===== src/rtl/req_fifo_mc_pkg.sv =====
// Shared types and width helpers for the multi-channel request FIFO.
package req_fifo_mc_pkg;

    localparam int MAX_CH = 8;

    typedef struct packed {
        logic [3:0]  op;
        logic [7:0]  tag;
        logic [15:0] addr;
    } req_pkt_type;

    localparam int PKT_W = $bits(req_pkt_type);

    // Channel index needs at least one bit even with a single channel.
    function automatic int ch_w(input int n);
        return (n > 1) ? $clog2(n) : 1;
    endfunction

endpackage


===== src/rtl/req_fifo_mc_if.sv =====
// Push/pop bundle between producers/consumer (master) and the FIFO block (slave).
interface req_fifo_mc_if #(
    parameter int NUM_CH = 4,
    parameter int DEPTH  = 8
);
    import req_fifo_mc_pkg::*;

    localparam int CH_W  = ch_w(NUM_CH);
    localparam int LVL_W = $clog2(DEPTH + 1);

    logic [NUM_CH-1:0]             wr_en;
    req_pkt_type [NUM_CH-1:0]      wr_req;
    logic [NUM_CH-1:0]             full;
    logic [NUM_CH-1:0]             almost_full;
    logic [NUM_CH-1:0][LVL_W-1:0]  level;
    logic                          out_valid;
    logic                          out_ready;
    req_pkt_type                   out_req;
    logic [CH_W-1:0]               out_ch;
    logic                          overflow_err;

    modport master (
        output wr_en, wr_req, out_ready,
        input  full, almost_full, level, out_valid, out_req, out_ch, overflow_err
    );

    modport slave (
        input  wr_en, wr_req, out_ready,
        output full, almost_full, level, out_valid, out_req, out_ch, overflow_err
    );

endinterface


===== src/rtl/req_fifo_ch.sv =====
// Single-channel show-ahead FIFO with occupancy count and full/almost-full flags.
module req_fifo_ch
    import req_fifo_mc_pkg::*;
#(
    parameter int DEPTH    = 8,
    parameter int AF_LEVEL = DEPTH - 2,
    localparam int LVL_W   = $clog2(DEPTH + 1)
) (
    input  logic             clk,
    input  logic             rst,
    input  logic             push,
    input  req_pkt_type      push_pkt,
    input  logic             pop,
    output req_pkt_type      head,
    output logic             full,
    output logic             almost_full,
    output logic             avail,
    output logic [LVL_W-1:0] level,
    output logic             overflow
);
    localparam int AW = $clog2(DEPTH);

    req_pkt_type      mem [DEPTH];
    logic [AW-1:0]    wr_ptr, rd_ptr;
    logic [LVL_W-1:0] cnt;
    logic             wr_acc;

    // A push to a full channel is dropped even if this channel pops in the same cycle.
    assign wr_acc = push && !full;

    always_ff @(posedge clk) begin
        if (rst) begin
            wr_ptr <= '0;
            rd_ptr <= '0;
            cnt    <= '0;
            for (int i = 0; i < DEPTH; i++) mem[i] <= '0;
        end else begin
            if (wr_acc) begin
                mem[wr_ptr] <= push_pkt;
                wr_ptr      <= wr_ptr + 1'b1;
            end
            if (pop) rd_ptr <= rd_ptr + 1'b1;
            case ({wr_acc, pop})
                2'b10:   cnt <= cnt + 1'b1;
                2'b01:   cnt <= cnt - 1'b1;
                default: cnt <= cnt;
            endcase
        end
    end

    assign full        = (cnt == LVL_W'(DEPTH));
    assign almost_full = (cnt >= LVL_W'(AF_LEVEL));
    assign avail       = (cnt != '0);
    assign level       = cnt;
    assign head        = mem[rd_ptr];
    assign overflow    = push && full;

endmodule


===== src/rtl/req_fifo_mc.sv =====
// NUM_CH request FIFOs drained round-robin through one show-ahead output port.
module req_fifo_mc
    import req_fifo_mc_pkg::*;
#(
    parameter int NUM_CH   = 4,
    parameter int DEPTH    = 8,
    parameter int AF_LEVEL = DEPTH - 2
) (
    input logic          clk,
    input logic          rst,
    req_fifo_mc_if.slave bus
);
    localparam int CH_W  = ch_w(NUM_CH);
    localparam int LVL_W = $clog2(DEPTH + 1);

    logic [NUM_CH-1:0]            avail, pop, ovf, full, afull;
    logic [NUM_CH-1:0][LVL_W-1:0] lvl;
    req_pkt_type [NUM_CH-1:0]     head;
    logic [CH_W-1:0]              rr_ptr, rr_sel, sel, hold_ch;
    logic                         rr_found, hold_vld, any_vld, out_vld, do_pop, ovf_err;
    int                           idx;

    for (genvar c = 0; c < NUM_CH; c++) begin : g_ch
        req_fifo_ch #(.DEPTH(DEPTH), .AF_LEVEL(AF_LEVEL)) u_ch (
            .clk         (clk),
            .rst         (rst),
            .push        (bus.wr_en[c]),
            .push_pkt    (bus.wr_req[c]),
            .pop         (pop[c]),
            .head        (head[c]),
            .full        (full[c]),
            .almost_full (afull[c]),
            .avail       (avail[c]),
            .level       (lvl[c]),
            .overflow    (ovf[c])
        );
        assign pop[c] = do_pop && (sel == CH_W'(c));
    end

    always_comb begin
        rr_found = 1'b0;
        rr_sel   = '0;
        idx      = 0;
        for (int i = 0; i < NUM_CH; i++) begin
            idx = int'(rr_ptr) + i;
            if (idx >= NUM_CH) idx = idx - NUM_CH;
            if (!rr_found && avail[idx]) begin
                rr_found = 1'b1;
                rr_sel   = CH_W'(idx);
            end
        end
    end

    // A stalled grant is latched so pushes to other channels cannot steal the output.
    assign sel     = hold_vld ? hold_ch : rr_sel;
    assign any_vld = rr_found;
    assign out_vld = any_vld && !rst;
    assign do_pop  = out_vld && bus.out_ready;

    always_ff @(posedge clk) begin
        if (rst) begin
            rr_ptr   <= '0;
            hold_vld <= 1'b0;
            hold_ch  <= '0;
            ovf_err  <= 1'b0;
        end else begin
            if (|ovf) ovf_err <= 1'b1;
            if (do_pop) rr_ptr <= (sel == CH_W'(NUM_CH - 1)) ? '0 : sel + 1'b1;
            hold_vld <= any_vld && !bus.out_ready;
            hold_ch  <= sel;
        end
    end

    assign bus.full         = rst ? '0 : full;
    assign bus.almost_full  = rst ? '0 : afull;
    assign bus.level        = rst ? '0 : lvl;
    assign bus.out_valid    = out_vld;
    assign bus.out_ch       = out_vld ? sel : '0;
    assign bus.out_req      = out_vld ? head[sel] : '0;
    assign bus.overflow_err = ovf_err && !rst;

endmodule


===== src/flat_wrapper.sv =====
// flat-port wrapper written by rule: the top's interface ports become plain ports
module req_fifo_mc_flat import req_fifo_mc_pkg::*;
#(
    parameter int NUM_CH   = 4,
    parameter int DEPTH    = 8,
    parameter int AF_LEVEL = DEPTH - 2
)
  (clk, rst, bus_wr_en, bus_wr_req, bus_out_ready, bus_full, bus_almost_full, bus_level, bus_out_valid, bus_out_req, bus_out_ch, bus_overflow_err);
  req_fifo_mc_if #(.NUM_CH(NUM_CH), .DEPTH(DEPTH)) bus_i ();
  input logic clk;
  input logic rst;
  input wire logic [$bits(bus_i.wr_en)-1:0] bus_wr_en;
  input wire logic [$bits(bus_i.wr_req)-1:0] bus_wr_req;
  input wire logic [$bits(bus_i.out_ready)-1:0] bus_out_ready;
  output wire logic [$bits(bus_i.full)-1:0] bus_full;
  output wire logic [$bits(bus_i.almost_full)-1:0] bus_almost_full;
  output wire logic [$bits(bus_i.level)-1:0] bus_level;
  output wire logic [$bits(bus_i.out_valid)-1:0] bus_out_valid;
  output wire logic [$bits(bus_i.out_req)-1:0] bus_out_req;
  output wire logic [$bits(bus_i.out_ch)-1:0] bus_out_ch;
  output wire logic [$bits(bus_i.overflow_err)-1:0] bus_overflow_err;
  assign bus_i.wr_en = bus_wr_en;
  assign bus_i.wr_req = bus_wr_req;
  assign bus_i.out_ready = bus_out_ready;
  assign bus_full = bus_i.full;
  assign bus_almost_full = bus_i.almost_full;
  assign bus_level = bus_i.level;
  assign bus_out_valid = bus_i.out_valid;
  assign bus_out_req = bus_i.out_req;
  assign bus_out_ch = bus_i.out_ch;
  assign bus_overflow_err = bus_i.overflow_err;
  req_fifo_mc #(.NUM_CH(NUM_CH), .DEPTH(DEPTH), .AF_LEVEL(AF_LEVEL)) u_core (.clk(clk), .rst(rst), .bus(bus_i));
endmodule

===== config.mk =====
export PLATFORM = sky130hd
export DESIGN_NAME = req_fifo_mc_flat
export DESIGN_NICKNAME = d
export VERILOG_FILES = /design/src/rtl/req_fifo_mc_pkg.sv /design/src/rtl/req_fifo_mc_if.sv /design/src/rtl/req_fifo_ch.sv /design/src/rtl/req_fifo_mc.sv /design/src/flat_wrapper.sv
export SDC_FILE = /design/constraint.sdc
export NUM_CORES = 1
export LEC_CHECK = 0
export CAP_MARGIN = 20
export CORE_MARGIN = 2
export CORE_UTILIZATION = 50
export DETAILED_ROUTE_END_ITERATION = 8
export PLACE_DENSITY = 0.68
export SYNTH_ARGS = -nofsm -noshare
export SYNTH_HDL_FRONTEND = slang
export SYNTH_HIERARCHICAL = 1
export SYNTH_SLANG_ARGS = --single-unit

===== constraint.sdc =====
create_clock -name clk -period 13.75 [get_ports clk]
set_clock_uncertainty 0.1 [all_clocks]
set_input_delay 2.75 -clock clk [delete_from_list [all_inputs] [get_ports clk]]
set_output_delay 2.75 -clock clk [all_outputs]
set_load 0.02 [all_outputs]

# Word-level counts from Yosys, hierarchy flattened
# Memories as Yosys holds them, arrays and structs flattened. A register that Yosys moved wholly into a read port is not among the register bits.
# Cells that the tools add are included.
# word_totals
reg_bits,46
mem_bits_rw,896
out_inout_bits,56
word_cells,185
n_memories,4
# mem_list
name,depth,width,rd,rd_ports_with_merged_regs,write_ports,line,rtl
u_core.g_ch[0].u_ch.mem,8,28,1,1,8,req_fifo_ch.sv:23,req_pkt_type mem [DEPTH];
u_core.g_ch[1].u_ch.mem,8,28,1,1,8,req_fifo_ch.sv:23,
u_core.g_ch[2].u_ch.mem,8,28,1,1,8,req_fifo_ch.sv:23,
u_core.g_ch[3].u_ch.mem,8,28,1,1,8,req_fifo_ch.sv:23,
# op_classes
addsub,24
order_cmp,13
eq_ne,15
mux,71
n_reduce_logical,42
# op_table
cell,n
two-way mux 28 bit,6
"< comparator 32 x 4 -> 1 bit, second input constant",4
two-way mux 32 bit,4
OR reduction 28 bit,4
">= comparator 32 x 4 -> 1 bit, second input constant",3
"subtractor 32 x 4 -> 32 bit, second input constant",3
binary-select mux 28 bit (select 2 bit),1
two-way mux 3 bit,12
one-hot mux 4 bit (2 select lines),4
two-way mux 1 bit,30
"adder 3 x 1 -> 3 bit, second input constant",8
logical AND 1 bit,19
"adder 4 x 1 -> 4 bit, second input constant",4
"equality test 4 bit, second input constant",4
">= comparator 4 x 3 -> 1 bit, second input constant",4
two-way mux 16 bit,1
nonzero test 4 bit,4
"subtractor 4 x 1 -> 4 bit, second input constant",4
two-way mux 2 bit,7
"equality test 2 bit, second input constant",6
"equality test 2 x 1 -> 1 bit, second input constant",5
logical NOT 1 bit,9
binary-select mux 1 bit (select 2 bit),4
two-way mux 4 bit,2
other kinds (9),13

# Logic depth before layout (Yosys ltp)
# logic_depth
depth_word,20
depth_mapped,16
ltp_nobuf,13

# Hierarchy
# Netlist, hierarchy kept.
# modules_own_cells
module,n_inst,cells_per_inst,area_each_um2,seq_area_each_um2
req_fifo_ch (u_core.g_ch[2].u_ch ...),2,714,10535.1,6986.7
req_fifo_ch (u_core.g_ch[1].u_ch),1,712,10346.2,6986.7
req_fifo_ch (u_core.g_ch[0].u_ch),1,712,10323.7,6986.7
req_fifo_mc,1,170,1362.6,120.1

# Worst setup path after synthesis
# Ideal clock, no wire load.
# synth_path
path_kind,in2out
start,input rst
end,output bus_out_req[10]
t_arrival_ps,4155
required_ps,10900
path_slack_ps,6745
path_stages,4
n_path_buf,1
path_cell_list,nor2_1 -> nand2_2 -> buf_4 -> o22ai_1
# synth_via
elab_chain_cells,3
# synth_lines
item,line,rtl
start: declaration,flat_wrapper.sv:11,input logic rst;
logical NOT 1 bit,req_fifo_mc.sv:57,assign out_vld = any_vld && !rst;
logical AND 1 bit,req_fifo_mc.sv:57,
two-way mux 28 bit,req_fifo_mc.sv:79,assign bus.out_req = out_vld ? head[sel] : '0;
end: declaration,flat_wrapper.sv:19,output wire logic [$bits(bus_i.out_req)-1:0] bus_out_req;
# No other way between the ends.

# Final worst setup path
# layout_path
start,input rst
end,output bus_out_req[24]
# Same word-level chain as after synthesis.

==> impl_metrics.csv <==
group,metric,value,unit
synth,yosysWarnings,6,
finish,design_area,48900,um^2
timing,tightest_slew,1.14,ns
detailed_routing,vias,25678,
floorplanning,fp-row-count,107,
synth,synth-edff-count,896,
pwr,p_clk_share,31.7,%
job,max-cap-violations,0,
timing,max_freq,125,MHz
timing,setup_viol,0,
clock_tree,clock-root-buffer,"clkbuf_16",
status,status,"completed",
detailed_routing,drt-initial-drc-count,2694,
timing,final.period_utilization,58.3,%
clock_tree,clock_path_buffers,3,
global_route,grt_max_degree,64,
global_route,grt_pass1_wl,164000,um
clock_tree,clk_pin_slew,0.06,ns
finish,drive_above_1_share,18.6,%
synth,synth.avg_cell_area,14.3,um^2
global_route,antenna_found_initial,6,
clock_tree,cts_repair_resize_count,0,
floorplanning,coreArea,85300,um^2
critical_path,path_class,"in2out",
critical_path,critPathRequiredTime,10.90,ns
timing,slew_violations,0,
pwr,internal_power,0.00580,W
clock_tree,clock-sinks,954,
critical_path,start_kind,"primary input",
placement,place_ws,5.78,ns
pwr,switching_share,30.6,%
critical_path,reg2reg_from,"u_core/g_ch[0].u_ch/level[1]$_SDFFE_PP0P_",
clock_tree,cts_setup_buffers,0,
finish,fin_cells,4374,
clock_tree,hold_buffers,0,
synth,synthesis.instances,3022,
clock_tree,cts_tree,"yes",
timing,worst_slack,5.74,ns
pwr,p_per_area,171,nW/um^2
synth,ys_seq_area_share,65.1,%
floorplanning,die_w,298,um
synth,synth_seq_cells,954,
floorplanning,io_pins,175,
detailed_routing,drc,0,
placement,gp_congestion,0.889,
global_route,gr-total-overflow,0,
timing,hold_viol,0,
finish,area_delta_synth_final,13.5,%
floorplanning,die_h,298,um
critical_path,crit_path_end_kind,"primary output",
pwr,seqPwrFrac,42.3,%
worst_hold_path,min_path_type,"reg2reg",
floorplanning,dieArea,88600,um^2
timing,slew-limit-headroom,23.8,%
global_route,grtUsageTotal,24.9,%
critical_path,worstPathArrival,5.16,ns
detailed_routing,ant_nets,0,
global_route,grt_pass1_vias,26074,
timing,timing.setup.tns,0,ns
pwr,leakage,16.8,nW
detailed_routing,wl_per_cell,25.3,um
finish,finalNetCount,3282,
placement,placed_area,45700,um^2
clock_tree,h-tree-depth,3,
floorplanning,initial_utilization,50.5,%
placement,place_inst,4188,
synth,synthDistinctLibCells,55,
synth,synth.net_count,3161,
synth,ys_async_sr_fraction,0,%
pwr,vdd_drop_max,0.231,mV
placement,numPortBuffers,174,
critical_path,startpoint,"rst",
pwr,power_switching,0.00256,W
clock_tree,clock_latency,0.67,ns
pwr,p_comb_share,26.0,%
critical_path,critPathMaxFanout,52,
timing,rsz0062_at_grt,"false",
synth,mappedNetlistArea,43100,um^2
detailed_routing,routed_wl,111000,um
synth,ys.flop_type,"edfxtp_1",
timing,fin_crit,8.01,ns
clock_tree,numCtsBuffers,96,
worst_hold_path,hold_start,"u_core/rr_ptr[0]$_SDFFE_PP0P_",
detailed_routing,routed_via_density,5.87,
detailed_routing,drt_pass1_iterations,6,
placement,place_hpwl,66000,um
## metal layers
layer	part of all wire, %	vias up	global-route usage (%)
met1	38	12963	33.4
met5	0.023	-	0
met3	10	154	5.64
met2	49	1271	40.5
met4	2.7	4	8.16
li1	-	11286	-
## synth_stat cells (3+ instances only)
master / instances / area, um^2
inv_1: 12 / 45.0
a21o_1: 4 / 30.0
o21ai_0: 13 / 65.1
a21oi_1: 17 / 85.1
nand2_1: 183 / 687
nor2b_1: 33 / 206
nand3_1: 7 / 35.0
mux4_2: 208 / 4680
or3_1: 8 / 50.1
nand4b_1: 6 / 52.6
nor3_1: 7 / 35.0
o31ai_1: 8 / 60.1
mux4_1: 16 / 420
and2_1: 17 / 106
dfxtp_1: 58 / 1160
nand4bb_1: 3 / 33.8
mux2i_1: 66 / 661
o22a_1: 3 / 26.3
o21bai_1: 17 / 128
ha_1: 20 / 250
edfxtp_1: 896 / 26900
mux2_2: 118 / 1330
xor2_1: 22 / 193
or4_1: 4 / 30.0
nand3b_1: 7 / 52.6
buf_2: 67 / 335
buf_1: 9 / 33.8
buf_4: 39 / 293
buf_6: 41 / 462
nand2b_1: 68 / 425
nand4_1: 3 / 18.8
xnor2_1: 4 / 35.0
clkbuf_1: 53 / 199
nor2_1: 929 / 3490
o22ai_1: 28 / 175
## cells in the final DEF (no fill, tap or decap), types with 4 or more instances in the layout
cell type | netlist | routed
nand2b_1 | 68 | 64
clkdlybuf4s50_1 | 0 | 173
o21bai_2 | 0 | 16
mux4_1 | 16 | 16
clkbuf_8 | 0 | 6
dfxtp_1 | 58 | 45
a21oi_1 | 17 | 17
or4_1 | 4 | 4
nand2b_2 | 0 | 4
or3_1 | 8 | 6
nor2b_1 | 33 | 33
inv_1 | 12 | 12
buf_4 | 39 | 62
nand2_1 | 183 | 181
nand4b_1 | 6 | 6
nor3_1 | 7 | 7
clkbuf_16 | 0 | 96
xor2_1 | 22 | 22
a21o_1 | 4 | 4
bufinv_16 | 0 | 10
clkinv_1 | 0 | 17
o22ai_1 | 28 | 28
dfxtp_2 | 0 | 7
clkbuf_1 | 53 | 24
clkinv_16 | 0 | 4
xnor2_1 | 4 | 4
ha_1 | 20 | 20
dfxtp_4 | 0 | 6
edfxtp_1 | 896 | 896
nor2_1 | 929 | 925
mux2i_1 | 66 | 66
nand3_1 | 7 | 5
o21ai_2 | 0 | 6
mux4_2 | 208 | 208
nand3b_1 | 7 | 7
clkinv_2 | 0 | 18
o31ai_4 | 0 | 8
and2_1 | 17 | 17
mux2_2 | 118 | 118
o21ai_0 | 13 | 7
## power by group through the flow
stage          Clock (W)  Combinational (W)  Sequential, W
6_report         0.00265            0.00218        0.00354
2_1_floorplan          0            0.00144        0.00350
4_1_cts          0.00269            0.00213        0.00354
3_3_place_gp           0            0.00211        0.00358
3_5_place_dp           0            0.00212        0.00360
5_1_grt          0.00280            0.00225        0.00356
## stage by stage
stage               utilization, %  hold WS (ns)  total power, W
detailed placement            53.5         0.381         0.00572
global route                  57.4         0.430         0.00861
CTS                           57.3         0.400         0.00836
global placement              53.5         0.373         0.00569
finish                        57.4         0.410         0.00836
floorplan                        -         0.345         0.00495
## area by class of cell
class,instances,area [um^2]
tap,1144,1430
timing repair buffer,236,2200
multi-input combinational,1843,13900
fill,6613,36400
sequential,954,28100
antenna,3,7.51
clock inverter,56,663
clock buffer,126,2570
inverter,12,45.0
## flip-flops by register name (all words and copies together), names as in the netlist, named ones only
signal                   count
u_core/g_ch.u_ch/level      16
u_core/g_ch.u_ch/mem       896
u_core/g_ch.u_ch/rd_ptr     12
u_core/g_ch.u_ch/wr_ptr     12
u_core/hold_ch               2
u_core/hold_vld              1
u_core/ovf_err               1
u_core/rr_ptr                2
## path summary, 6_finish.rpt
check                                         endpoint  slack (ns)  cells past startpoint
min                      u_core/rr_ptr[0]$_SDFFE_PP0P_        0.41                      2
max reg2reg  u_core/g_ch[2].u_ch/level[2]$_SDFFE_PP0P_        9.05                     13
min reg2reg              u_core/rr_ptr[0]$_SDFFE_PP0P_        0.41                      2
max                                    bus_out_req[24]        5.74                      5
## kinds of logic (layout without fill, tap and decap cells)
group | Yosys count | after routing | synth area share, %
AO/OA/AOI/OAI | 99 | 99 | 1.52
XOR/XNOR | 26 | 26 | 0.528
adder cells (fa/ha/maj) | 20 | 20 | 0.581
buffers and inverters | 225 | 430 | 3.27
flip-flops | 954 | 954 | 65.1
multiplexers | 408 | 408 | 16.5
other | 0 | 3 | 0
AND/OR/NAND/NOR | 1290 | 1290 | 12.5
## critical path: stages
cell	delay, ns
buf_4	0.29
nor2_1	0.59
nand2_2	0.47
o22ai_1	0.35
clkdlybuf4s50_1	0.67
Power figures use the tool's default switching activity.
